[src/rtl/mod12_seg_scan.sv]
// rtl/mod12_seg_scan.sv - mod-12 count to 2-digit 7-segment scan with wrap/illegal flags.
// Optional: define LEADING_ZERO_BLANK_EN to blank the tens digit for counts 0..9.
module mod12_seg_scan #(
  parameter int REFRESH_DIV    = 4,
  parameter bit SEG_ACTIVE_LOW = 1
) (
  input  logic       Clk,
  input  logic       reset,
  input  logic [3:0] Count,
  output logic [6:0] Seg,
  output logic [1:0] An,
  output logic       Carry,
  output logic       Borrow,
  output logic       Err
);

  localparam int CW = (REFRESH_DIV > 2) ? $clog2(REFRESH_DIV) : 1;
  localparam logic [CW-1:0] CNT_MAX = CW'(REFRESH_DIV - 1);
  localparam logic [6:0] SEG_OFF = SEG_ACTIVE_LOW ? 7'h7F : 7'h00;
  localparam logic [1:0] AN_OFF  = SEG_ACTIVE_LOW ? 2'b11 : 2'b00;
  localparam logic [6:0] SEG_E   = 7'b1111001;

  typedef enum logic {SCAN_ONES, SCAN_TENS} scan_state_e;

  scan_state_e   state_q, state_d;
  logic [CW-1:0] refresh_cnt_q, refresh_cnt_d;
  logic [3:0]    count_q, count_d;
  logic [3:0]    count_p_q, count_p_d;
  logic          cap_valid_q, cap_valid_d;
  logic          prev_valid_q, prev_valid_d;
  logic          carry_q, carry_d;
  logic          borrow_q, borrow_d;
  logic [6:0]    seg_q, seg_d;
  logic [1:0]    an_q, an_d;

  logic          err;
  logic          tens;
  logic [3:0]    ones;
  logic [6:0]    seg_raw;
  logic [1:0]    an_raw;

  function automatic logic [6:0] seg_encode(input logic [3:0] d);
    case (d)
      4'd0:    seg_encode = 7'b0111111;
      4'd1:    seg_encode = 7'b0000110;
      4'd2:    seg_encode = 7'b1011011;
      4'd3:    seg_encode = 7'b1001111;
      4'd4:    seg_encode = 7'b1100110;
      4'd5:    seg_encode = 7'b1101101;
      4'd6:    seg_encode = 7'b1111101;
      4'd7:    seg_encode = 7'b0000111;
      4'd8:    seg_encode = 7'b1111111;
      4'd9:    seg_encode = 7'b1101111;
      default: seg_encode = SEG_E;
    endcase
  endfunction

  assign err  = count_q[3] & count_q[2];
  assign tens = (count_q >= 4'd10);
  assign ones = tens ? (count_q - 4'd10) : count_q;

  // State register: all flops, synchronous reset.
  always_ff @(posedge Clk) begin
    if (reset) begin
      state_q       <= SCAN_ONES;
      refresh_cnt_q <= '0;
      count_q       <= '0;
      count_p_q     <= '0;
      cap_valid_q   <= 1'b0;
      prev_valid_q  <= 1'b0;
      carry_q       <= 1'b0;
      borrow_q      <= 1'b0;
      seg_q         <= SEG_OFF;
      an_q          <= AN_OFF;
    end else begin
      state_q       <= state_d;
      refresh_cnt_q <= refresh_cnt_d;
      count_q       <= count_d;
      count_p_q     <= count_p_d;
      cap_valid_q   <= cap_valid_d;
      prev_valid_q  <= prev_valid_d;
      carry_q       <= carry_d;
      borrow_q      <= borrow_d;
      seg_q         <= seg_d;
      an_q          <= an_d;
    end
  end

  // Next-state logic for the scan FSM, capture pipeline and wrap detection.
  // prev_valid only rises once count_p holds a captured value, so the reset
  // value of count_q can never pair with the first capture to fake a wrap.
  always_comb begin
    refresh_cnt_d = (refresh_cnt_q == CNT_MAX) ? '0 : refresh_cnt_q + 1'b1;
    state_d       = state_q;
    if (refresh_cnt_q == CNT_MAX) begin
      state_d = (state_q == SCAN_ONES) ? SCAN_TENS : SCAN_ONES;
    end
    count_d      = Count;
    count_p_d    = count_q;
    cap_valid_d  = 1'b1;
    prev_valid_d = cap_valid_q;
    carry_d      = prev_valid_q && (count_p_q == 4'd11) && (count_q == 4'd0);
    borrow_d     = prev_valid_q && (count_p_q == 4'd0) && (count_q == 4'd11);
  end

  // Output logic: digit select and segment pattern for the current scan state.
  always_comb begin
    seg_raw = 7'b0000000;
    an_raw  = 2'b00;
    if (cap_valid_q) begin
      if (state_q == SCAN_ONES) begin
        an_raw  = 2'b01;
        seg_raw = err ? SEG_E : seg_encode(ones);
      end else begin
`ifdef LEADING_ZERO_BLANK_EN
        if (tens || err) begin
          an_raw  = 2'b10;
          seg_raw = err ? SEG_E : seg_encode({3'b000, tens});
        end
`else
        an_raw  = 2'b10;
        seg_raw = err ? SEG_E : seg_encode({3'b000, tens});
`endif
      end
    end
    seg_d = SEG_ACTIVE_LOW ? ~seg_raw : seg_raw;
    an_d  = SEG_ACTIVE_LOW ? ~an_raw : an_raw;
  end

  assign Seg    = seg_q;
  assign An     = an_q;
  assign Carry  = carry_q;
  assign Borrow = borrow_q;
  assign Err    = err;

endmodule

[config.mk]
export PLATFORM = sky130hd
export DESIGN_NAME = mod12_seg_scan
export DESIGN_NICKNAME = d
export VERILOG_FILES = /design/src/rtl/mod12_seg_scan.sv
export SDC_FILE = /design/constraint.sdc
export NUM_CORES = 1
export LEC_CHECK = 0
export CAP_MARGIN = 25
export CELL_PAD_IN_SITES_DETAIL_PLACEMENT = 0
export CELL_PAD_IN_SITES_GLOBAL_PLACEMENT = 1
export CORE_ASPECT_RATIO = 0.9
export CORE_MARGIN = 4
export CORE_UTILIZATION = 25
export DETAILED_ROUTE_END_ITERATION = 12
export HOLD_SLACK_MARGIN = 0.03
export PLACE_DENSITY_LB_ADDON = 0.1
export REMOVE_ABC_BUFFERS = 1
export SYNTH_ARGS = -nofsm -noshare
export SYNTH_HDL_FRONTEND = slang
export SYNTH_SLANG_ARGS = --single-unit
[constraint.sdc]
create_clock -name Clk -period 2.15 [get_ports Clk]
set_clock_uncertainty 0.05 [all_clocks]
set_input_delay 0.43 -clock Clk [delete_from_list [all_inputs] [get_ports Clk]]
set_output_delay 0.43 -clock Clk [all_outputs]
set_load 0.02 [all_outputs]
Word-level counts from Yosys, hierarchy flattened
Memories as Yosys holds them, arrays and structs flattened.
Cells that the tools add are included.
W data, S select, Z words.
- add/subtract/negate cells: 2
- order comparisons: 1
- equality and inequality tests: 3
- mux-type cells: 10
- bitwise gates (word level): 4
- reduce and logical (&&, ||, !) cells: 7
- operators by type and width (kind ; number):
    $mux W7 ; 4
    $pmux W7 S2 ; 1
    $eq A4 B4 Y1 const B ; 2
    $logic_not A4 Y1 ; 2
    $not A7 Y7 ; 1
    $ge A4 B4 Y1 const B ; 1
    $logic_and A1 B1 Y1 ; 4
    $mux W2 ; 2
    $mux W4 ; 1
    $sub A4 B4 Y4 const B ; 1
    $add A2 B1 Y2 const B ; 1
    $eq A2 B2 Y1 const B ; 1
    $mux W1 ; 2
    $not A2 Y2 ; 1
    $reduce_or A2 Y1 ; 1
    $and A1 B1 Y1 ; 1
    $not A1 Y1 ; 1
- register bits after elaboration: 24
- memory bits (read-only): 112
- input bits: 6
- word-level logic and storage cells: 38
- memories: 1
- memories (memory ; words ; width ; rd ports ; clocked after Yosys merged registers in ; wr ports ; line ; source):
    (name not given) ; 16 ; 7 ; 1 ; 0 ; 0 ; 43 ; case (d)

Logic depth before layout (Yosys ltp)
Gate-level depths: netlist of the first run.
- depth in word-level cells: 7
- gate-level depth with buffers: 8
- depth with buffers taken out: 8

Worst setup path before layout of the first run
Ideal clock, no wire load.
- path kind: reg2reg
- from: register count_q[1], in the netlist count_p_d[1]
- to: register seg_q[4], in the netlist Seg[4]
- library setup time: 0.069 ns
- data arrival time: 1.675 ns
- path slack: 0.356 ns
- stages on the path, launching flop included: 8
- cells stage by stage: dfxtp_1 -> buf_2 -> inv_1 -> ha_1 -> clkbuf_2 -> a311o_1 -> a31o_1 -> o21ai_1
- cells in the longest elaborated chain, start to end: 7
- elaborated cells between the ends (all ways): 11
- ends and longest elaborated chain (item ; line ; source):
    start: declaration ; 27 ; logic [3:0] count_q, count_d;
    start signal: assignment ; 78 ; count_q <= count_d;
    $sub A4 B4 Y4 or $ge A4 B4 Y1 (tied branches) ; 60, 59 ;
    $mux W4 or $not A1 Y1 (tied branches) ; 60, 43 ;
    $mem_v2 Z16 W7 or $pmux W7 S2 (tied branches) ; -- ;
    $mux W7 (on tied branches) ; 113, 122 ;
    $mux W7 * ; 111 ; if (state_q == SCAN_ONES) begin
    $mux W7 * ; 110 ; if (cap_valid_q) begin
    $not A7 Y7 * ; 126 ; seg_d = SEG_ACTIVE_LOW ? ~seg_raw : seg_raw;
    end signal: assignment ; 84 ; seg_q <= seg_d;
    end: declaration ; 33 ; logic [6:0] seg_q, seg_d;
Every way passes the cells marked *; elsewhere a longest branch is shown, timed or not. The select of a mux whose other input is x is not followed.
A chain may end at the register's enable or synchronous reset.

Final worst setup path of the first run
- from: register count_q[3], in the netlist count_p_d[3]
- to: output port Err
- cells in the longest elaborated chain, start to end: 1
- ends and longest elaborated chain (item ; line ; source):
    $and A1 B1 Y1 ; 58 ; assign err = count_q[3] & count_q[2];
    end: declaration ; 14 ; output logic Err
No other way between the ends.

==> metrics.md, run 1 <==
| Metric | Value |
|---|---|
| Min Hold Slack | roughly 380 ps |
| CP endpoint | Err |
| Synth Warn # | 0 |
| Total congestion overflow | 0 |
| Asr flop ratio synth | 0 |
| RSZ-0062 raised after global routing | no |
| Antenna Cells | 0 |
| CTS max path bufs | 2 |
| Final slew viol count | 0 |
| Worst slew pin tran | 432 ps |
| Iteration-0 DRC Markers | 30 |
| Post-placement cell area | approximately 1200 µm² |
| Post-CTS setup buffers | 0 |
| Most common cell in the netlist | dfxtp_1 |
| Gr usage total | 0.0964 |
| Final nets | 142 |
| Core Util, Final | 0.344 |
| Routed wire per std cell | ~12 µm |
| CP Max Fanout | 4 |
| Seq/Total Area, Yosys | 0.475 |
| Pwr dens | 785 nW/µm² |
| Pre-Repair DR Iteration Count | 4 |
| Post-synth EDFFs | 0 |
| Crit path required time | roughly 1700 ps |
| RR Endpoint | Seg[1]$_SDFF_PP1_ |
| Yosys top cell by area | dfxtp_1 |
| Mapped Area | just over 1000 µm² |
| Die area | roughly 5100 µm² |
| Initial antenna violation count | 0 |
| IR Drop Worst-Case VDD | around 0.00029 V |
| Fillers | between 300 and 400 |
| Core area | about 3800 µm² |
| CTS tree | done |
| Num ports | 18 |
| Dpl hpwl | 1620 µm |
| Hold path cells | 1 |
| Root buffer cell | clkbuf_8 |
| First-pass GRT wire length | 3680 µm |
| Top_reg_cell synth | dfxtp_1 |
| Max-cap viol count | 0 |
| Routability cong. | around 0.89 |
| Clock sink total | 24 |
| IO Port Bufs | 17 |
| DR vias/cell | roughly 4.6 |
| Final setup fails | 0 |
| Fmax | about 0.5 GHz |
| Leakage | just over 0.0005 µW |
| Min cycle time layout | slightly below 2000 ps |
| Worst setup SP type | flop |
| Crit. End Element | primary output |
| Register bit total from synthesis | 24 |
| Reg2reg setup slack | between 200 and 250 ps |
| Rows | 21 |
| Total power | about 1000 µW |
| Vias in the first global route | 809 |
| Most frequent cells after synthesis | dfxtp_1 (24), nor2_1 (8), nor2b_1 (8) |
| Htree depth | 1 |
| Synth top area share | 0.475 |
| Routed via count | 804 |
| CTS Buf Count | 3 |
| Worst-Skew Late Latency | around 270 ps |
| Area Overhead vs Synth | 29.6% |
| Number of remaining DRC errors | 0 |
| Worst-path clk slew | 80 ps |
| Status | finished, final reports clean |
| Share of layout cells above drive strength 1 | 0.0923 |
| Arrival time worst endpoint | ~1500 ps |
| Die height | 68.3 µm |
| Final instance area | 1310 µm² |
| Slew HR | 0.712 |
| Final Hold Viols | 0 |
| Hold crit path type | flop to flop |
| Top area cells in the synthesized netlist | dfxtp_1 (48%), ha_1 (6.2%), nor2b_1 (5.0%) |
| R2R cell count | 8 |
| Unique cell type count in the Yosys netlist | 35 |
| Synth Area per Inst | around 9.1 µm² |
| Final ANT Viol Nets | 0 |
| Critical path launch point | count_p_d[3]$_SDFF_PP0_ |
| Final period utilization | 0.920 |
| Gate Count Post-Synth | 111 |
| Starting density of the core | 0.265 |
| Setup TNS | 0 ps |
| Kind of critical path | flop to primary output |
| Reg2reg start | count_p_d[2]$_SDFF_PP0_ |
| WL final | 2150 µm |
| Die W | 75.0 µm |
| Largest net degree at the start of global routing | 15 |
==> state kept, by name (all words and copies together) (netlist names) <==
register,flops
count_p_d,4
Seg,7
An,2
Borrow,1
refresh_cnt_q,2
state_q,1
prev_valid_q,1
count_p_q,4
Carry,1
cap_valid_q,1
==> how the worst min path moves through the flow <==
| stage | start | to | slack [ps] |
|---|---|---|---|
| CTS | count_p_q[1]$_SDFF_PP0_ | Borrow$_SDFF_PP0_ | 380 |
| global route | count_p_q[1]$_SDFF_PP0_ | Borrow$_SDFF_PP0_ | 400 |
| floorplan | count_p_q[1]$_SDFF_PP0_ | Borrow$_SDFF_PP0_ | 350 |
| finish | count_p_q[1]$_SDFF_PP0_ | Borrow$_SDFF_PP0_ | 380 |
| detailed placement | count_p_q[1]$_SDFF_PP0_ | Borrow$_SDFF_PP0_ | 360 |
| global placement | refresh_cnt_q[0]$_SDFF_PP0_ | refresh_cnt_q[0]$_SDFF_PP0_ | 360 |
==> where the power goes <==
group          switching (µW)  total, µW  leakage [µW]  internal, µW
clock                     145        394     0.0000357           249
combinational            75.9        148      0.000270          72.1
sequential               16.8        487      0.000199           470
total                     238       1030      0.000504           791
==> per-stage QoR <==
stage	cells	worst slack (ps)
floorplan	104	199
global placement	172	247
detailed placement	172	189
CTS	176	45.1
global route	176	80.8
finish	176	172
==> per-layer routing <==
| layer | track usage | up-vias | wire, µm |
|---|---|---|---|
| met3 | 0.0308 | 4 | 108 |
| met5 | 0 | - | 0 |
| li1 | - | 418 | - |
| met1 | 0.117 | 366 | 1090 |
| met4 | 0.0378 | 0 | 30 |
| met2 | 0.158 | 16 | 920 |
==> worst max-delay path: stages (launching register included) <==
cell,delay [ps]
dfxtp_1,420
nand2_1,140
inv_1,80
clkdlybuf4s50_1,590
==> kinds of logic (layout without fill, tap and decap cells) <==
logic type | after synthesis | after routing | share of synthesized area
AND/OR/NAND/NOR | 42 | 42 | 0.230
adder cells (fa/ha/maj) | 5 | 5 | 0.0619
buffers and inverters | 14 | 33 | 0.0644
XOR/XNOR | 1 | 1 | 0.00866
flip-flops | 24 | 24 | 0.475
multiplexers | 1 | 1 | 0.00990
AO/OA/AOI/OAI | 24 | 24 | 0.150
==> cells in the final DEF (no fill, tap or decap), types with 2 or more instances in the layout <==
cell type and count:
dfxtp_1 23, clkdlybuf4s50_1 17, nor2b_1 8, nor2_1 8, inv_1 7, o21ai_0 7, nand3_1 5, ha_1 5
buf_4 5, nand2_1 4, a21oi_1 4, nand2b_1 4, nand4_1 3, o211ai_1 3, clkbuf_8 3, and2_1 2
o21ai_1 2, nor4_1 2
==> layout make-up <==
type	instances	area (µm²)	share of cell area
Sequential cell	24	482	0.368
Timing Repair Buffer	22	208	0.159
Tap cell	46	57.6	0.0439
Inverter	7	26.3	0.0201
Clock buffer	3	41.3	0.0315
Clock inverter	1	30.0	0.0229
Multi-Input combinational cell	73	465	0.355
==> timing repair <==
item                                    in CTS  in global routing
hold buffers                                 0                  0
endpoints found under the setup margin       0                  1
gates resized for setup                      0                  1
(Power assumes the default switching activity.)
==> run 2: changes to the inputs <==
GPL_TIMING_DRIVEN = 0   (was unset)
SLEW_MARGIN = 0   (was unset)
clock period = 2.2 ns   (was 2.15 ns; I/O delays follow)
==> run 2 against run 1 <==
Compared with the run above: critical path depth unchanged; utilization decreased by 0.69 points; flip-flop and latch count unchanged; die area unchanged.
==> metrics.md, run 2 (synthesis results as in run 1) <==
| Metric | Value |
|---|---|
| Crit. End Element | primary output (unchanged) |
| Routed wire per std cell | 12.3 µm (was 12.2 µm) |
| Iteration-0 DRC Markers | 24 (was 30) |
| Setup TNS | 0 ps (unchanged) |
| Kind of critical path | flop to primary output (unchanged) |
| Most frequent cells in the layout | dfxtp_1 (21), clkdlybuf4s50_1 (17), nor2b_1 (8), nor2_1 (8) (was dfxtp_1 (23), clkdlybuf4s50_1 (17), nor2b_1 (8), nor2_1 (8)) |
| Fillers | 399 (was 397) |
| IR Drop Worst-Case VDD | 0.000319 V (was 0.000292 V) |
| Final setup fails | 0 (unchanged) |
| Dpl hpwl | 1530 µm (was 1620 µm) |
| Core area | 3810 µm² (unchanged) |
| Initial antenna violation count | 0 (unchanged) |
| Total congestion overflow | 0 (unchanged) |
| Hold crit path type | flop to flop (unchanged) |
| Routed via count | 810 (was 804) |
| IO Port Bufs | 17 (unchanged) |
| Arrival time worst endpoint | 1560 ps (was 1500 ps) |
| Worst setup SP type | flop (unchanged) |
| Cells after DPL | 167 (was 172) |
| WL final | 2100 µm (was 2150 µm) |
| Highest metal used | met4 (unchanged) |
| Gr usage total | 0.0934 (was 0.0964) |
| RSZ-0062 raised after global routing | no (unchanged) |
| Routability cong. | 0.807 (was 0.888) |
| Fmax | just under 0.5 GHz |
| Die W | 75.0 µm (unchanged) |
| Root buffer cell | clkbuf_8 (unchanged) |
| CTS Buf Count | 3 (unchanged) |
| Met1 wire length | 992 µm (was 1090 µm) |
| Worst-Skew Late Latency | 260 ps (was 270 ps) |
| Rows | 21 (unchanged) |
| DR vias/cell | 4.74 (was 4.57) |
| Number of remaining DRC errors | 0 (unchanged) |
| Htree depth | 1 (unchanged) |
| Worst slew pin tran | 460 ps (was 432 ps) |
| Max-cap viol count | 0 (unchanged) |
| Clock sink total | 24 (unchanged) |
| CTS max path bufs | 2 (unchanged) |
| First-pass GRT wire length | 3630 µm (was 3680 µm) |
| CTS tree | done (unchanged) |
| Met2 Wirelength | 995 µm (was 920 µm) |
| Final instance area | 1280 µm² (was 1310 µm²) |
| Pwr dens | 779 nW/µm² (was 785 nW/µm²) |
| Largest net degree at the start of global routing | 20 (was 15) |
| Min cycle time layout | 2050 ps |
| Die area | 5130 µm² (unchanged) |
| Min Hold Slack | 385 ps (was 381 ps) |
| Num ports | 18 (unchanged) |
| Leakage | 0.000480 µW (was 0.000504 µW) |
| Area Overhead vs Synth | 27.0% (was 29.6%) |
| Final slew viol count | 0 (unchanged) |
| Final period utilization | 0.931 |
| Pre-Repair DR Iteration Count | 4 (unchanged) |
| Share of layout cells above drive strength 1 | 0.0800 (was 0.0923) |
| Met3 routed WL | 83 µm (was 108 µm) |
| Cell Count, Final, Fillers Out | 171 (was 176) |
| Slew HR | 0.693 (was 0.712) |
| Crit path required time | 1710 ps (was 1670 ps) |
| Final Hold Viols | 0 (unchanged) |
| Post-placement cell area | 1200 µm² (was 1240 µm²) |
| Status | finished, final reports clean (unchanged) |
| Vias in the first global route | 840 (was 809) |
| Largest register FFs | 7 (unchanged) |
| CP Max Fanout | 19 (was 4) |
| Final nets | 137 (was 142) |
| Starting density of the core | 0.265 (unchanged) |
| Most common cell after layout, fill and taps aside | dfxtp_1 (unchanged) |
| Worst-path clk slew | 80 ps (about the same) |
| Die height | 68.3 µm (unchanged) |
| Antenna Cells | 0 (unchanged) |
| Post-CTS setup buffers | 0 (unchanged) |
| Final ANT Viol Nets | 0 (unchanged) |
## run 2: worst paths after layout
| kind | slack (ps) | end | from | cells past startpoint |
|---|---|---|---|---|
| max reg2reg | 180 | Seg[1]$_SDFF_PP1_ | count_p_d[1]$_SDFF_PP0_ | 8 |
| min | 390 | Borrow$_SDFF_PP0_ | count_p_q[1]$_SDFF_PP0_ | 1 |
| max | 150 | Err | count_p_d[3]$_SDFF_PP0_ | 3 |
| min reg2reg | 390 | Borrow$_SDFF_PP0_ | count_p_q[1]$_SDFF_PP0_ | 1 |
## run 2: power breakdown
group | switching, µW | internal (µW) | total, µW
sequential | 23.2 | 459 | 482
combinational | 65.5 | 65.4 | 131
clock | 144 | 243 | 387
## run 2: final cells by class
cell class / count / area [µm²] / share of cell area
multi-input cells: 73 / 469 / 0.365
clock inverters: 1 / 30.0 / 0.0234
flip-flops and latches: 24 / 489 / 0.381
clock buffers: 3 / 41.3 / 0.0322
inverters: 7 / 26.3 / 0.0205
repair buffers: 17 / 170 / 0.133
well taps: 46 / 57.6 / 0.0448
## run 2: metrics by stage
step                 util  total power [µW]  setup slack (ps)
floorplan               -               570               249
global placement    0.315               624             -25.7
detailed placement  0.315               625             -40.5
CTS                 0.334              1020              22.0
global route        0.337              1050              67.0
finish              0.337              1000               153
## run 2: per-layer routing
layer / track usage / vias up
li1: - / 406
met1: 0.107 / 385
met2: 0.157 / 15
met3: 0.0338 / 4
met4: 0.0378 / 0
met5: 0 / -
## run 2: timing repair
item	CTS	global route
setup endpoints to repair	3	3
gates resized for setup	2	4
hold buffers	0	0
gates cloned	0	0
## run 2: worst max-delay path, stage by stage (launching register included)
cell and delay, ps:
dfxtp_4 470, nand2_1 140, inv_1 80, clkdlybuf4s50_1 590
==> run 3: changes to the inputs <==
CELL_PAD_IN_SITES_DETAIL_PLACEMENT = unset   (was 0)
CELL_PAD_IN_SITES_GLOBAL_PLACEMENT = unset   (was 1)
PLACE_DENSITY_LB_ADDON = unset   (was 0.1)
==> run 3 against run 2 <==
Compared with the run above: wire length fell by 11%; highest routed layer unchanged; die area did not move; sequential share of layout area fell by 0.060 points; final cell count stayed put; power fell by 1.5%; largest power group unchanged; combinational power hardly changed; count of clock-buffer cells in the layout did not move; global-route usage down 0.83 points; non-clock buffer count unchanged.
==> metrics.md, run 3 (synthesis results as in run 1) <==
| Metric | Value |
|---|---|
| CTS max path bufs | 2 (unchanged) |
| Routability cong. | 0.862 (was 0.807) |
| CP Max Fanout | 8 (was 19) |
| Crit path required time | 1710 ps (about the same) |
| Die W | 75.0 µm (unchanged) |
| Most common cell after layout, fill and taps aside | dfxtp_1 (unchanged) |
| Final ANT Viol Nets | 0 (unchanged) |
| Arrival time worst endpoint | 1590 ps (was 1560 ps) |
| Min cycle time layout | 2080 ps (was 2050 ps) |
| Starting density of the core | 0.265 (unchanged) |
| Slowest CP cell | clkdlybuf4s50_1 (unchanged) |
| Final Hold Viols | 0 (unchanged) |
| Final setup fails | 0 (unchanged) |
| Dpl hpwl | 1400 µm (was 1530 µm) |
| PnR worst setup slack | 116 ps (was 153 ps) |
| R2R cell count | 8 (unchanged) |
| Critical-path cell list | nand2_1, inv_1, clkdlybuf4s50_1 (unchanged) |
| Final instance area | 1280 µm² (about the same) |
| Final nets | 137 (unchanged) |
| Post-placement cell area | 1200 µm² (unchanged) |
| Max-cap viol count | 0 (unchanged) |
| Fillers | 398 (was 399) |
| Total congestion overflow | 0 (unchanged) |
| Share of layout cells above drive strength 1 | 0.0720 (was 0.0800) |
| Gr usage total | 0.0851 (was 0.0934) |
| CTS tree | done (unchanged) |
| Final slew viol count | 0 (unchanged) |
| Initial antenna violation count | 0 (unchanged) |
| RR Endpoint | Seg[1]$_SDFF_PP1_ (unchanged) |
| Pre-Repair DR Iteration Count | 4 (unchanged) |
| Worst slew pin tran | 436 ps (was 460 ps) |
| Root buffer cell | clkbuf_8 (unchanged) |
| IO Port Bufs | 17 (unchanged) |
| IR Drop Worst-Case VDD | 0.000278 V (was 0.000319 V) |
| Worst-path clk slew | 80 ps (about the same) |
| Worst-Skew Late Latency | 260 ps (about the same) |
| Antenna Cells | 0 (unchanged) |
| DR vias/cell | 4.63 (was 4.74) |
| Worst setup SP type | flop (unchanged) |
| Reg2reg start | count_p_d[1]$_SDFF_PP0_ (unchanged) |
| Final period utilization | 0.947 (was 0.931) |
| Leakage | 0.000480 µW (about the same) |
| Pwr dens | 768 nW/µm² (was 779 nW/µm²) |
| Critical path launch point | count_p_d[2]$_SDFF_PP0_ (was count_p_d[3]$_SDFF_PP0_) |
| CTS Buf Count | 3 (unchanged) |
| Routed via count | 791 (was 810) |
| Num ports | 18 (unchanged) |
| First-pass GRT wire length | 3310 µm (was 3630 µm) |
| CP endpoint | Err (unchanged) |
| Largest register FFs | 7 (unchanged) |
| Vias in the first global route | 815 (was 840) |
| RSZ-0062 raised after global routing | no (unchanged) |
| Htree depth | 1 (unchanged) |
| Largest net degree at the start of global routing | 20 (unchanged) |
| Number of remaining DRC errors | 0 (unchanged) |
| Most frequent cells in the layout | dfxtp_1 (22), clkdlybuf4s50_1 (17), nor2b_1 (8), nor2_1 (8) (was dfxtp_1 (21), clkdlybuf4s50_1 (17), nor2b_1 (8), nor2_1 (8)) |
| Area Overhead vs Synth | 26.9% (was 27.0%) |
| Crit. End Element | primary output (unchanged) |
| Die height | 68.3 µm (unchanged) |
| Pre-CTS setup slack | -36.0 ps (was -40.5 ps) |
| Hold crit path type | flop to flop (unchanged) |
| WL final | 1880 µm (was 2100 µm) |
| Core area | 3810 µm² (unchanged) |
| Status | finished, final reports clean (unchanged) |
| Crit path largest cell delay | 590 ps (about the same) |
| Rows | 21 (unchanged) |
| Clock sink total | 24 (unchanged) |
| Fmax | 0.480 GHz (was 0.488 GHz) |
| Slew HR | 0.709 (was 0.693) |
| Die area | 5130 µm² (unchanged) |
| Routed wire per std cell | 11.0 µm (was 12.3 µm) |
| Iteration-0 DRC Markers | 48 (was 24) |
| Reg2reg setup slack | 210 ps (was 180 ps) |
| Kind of critical path | flop to primary output (unchanged) |
## run 3: cell count changes in the layout (fill, tap and decap cells not counted)
cell     delta
dfxtp_2     -1
dfxtp_1     +1
## run 3: layer usage
metal  global-route usage  up-vias  wire, µm
met1               0.0888      362       861
met2                0.140       17       888
met3               0.0367        4       101
met5                    0        -         0
met4               0.0533        0        31
li1                     -      408         -
## run 3: final cells by class
cell class                      instances  area [µm²]  area share
Timing Repair Buffer                   17         170       0.133
Clock buffer                            3        41.3      0.0322
Tap cell                               46        57.6      0.0449
Multi-Input combinational cell         73         469       0.366
Inverter                                7        26.3      0.0205
Sequential cell                        24         488       0.380
Clock inverter                          1        30.0      0.0234
## run 3: worst max-delay path, delay by kind of cell (launching register included)
kind / cells / cell delay, ps
AND/OR/NAND/NOR: 1 / 160
flip-flops: 1 / 500
buffers and inverters: 2 / 670
## run 3: what timing repair did
item,in CTS,in global routing
endpoints found under the setup margin,3,3
hold buffers,0,0
hold endpoints to repair,0,0
resized for setup,2,3
setup buffers,0,0
pin swaps,0,0
## run 3: worst min path at each step
stage,from,endpoint,slack [ps],cells past startpoint
6_report,count_p_q[1]$_SDFF_PP0_,Borrow$_SDFF_PP0_,380,1
5_1_grt,count_p_q[1]$_SDFF_PP0_,Borrow$_SDFF_PP0_,400,1
4_1_cts,count_p_q[1]$_SDFF_PP0_,Borrow$_SDFF_PP0_,390,1
3_5_place_dp,count_p_q[1]$_SDFF_PP0_,Borrow$_SDFF_PP0_,370,1
3_3_place_gp,count_p_q[1]$_SDFF_PP0_,Borrow$_SDFF_PP0_,360,1
2_1_floorplan,count_p_q[1]$_SDFF_PP0_,Borrow$_SDFF_PP0_,350,1
## run 3: per-stage QoR
step                TNS (ps)  hold slack [ps]   util  power [µW]  instances
floorplan                  0              348      -         570        104
global placement           0              357  0.315         617        167
detailed placement     -36.0              374  0.315         622        167
CTS                        0              387  0.334        1010        171
global route               0              399  0.337        1040        171
finish                     0              385  0.337         985        171
## run 3: report_power, final
group	internal (µW)	total (µW)	switching, µW
logic	65.4	130	64.5
registers	458	481	22.5
clock network	243	374	131
total	767	985	218
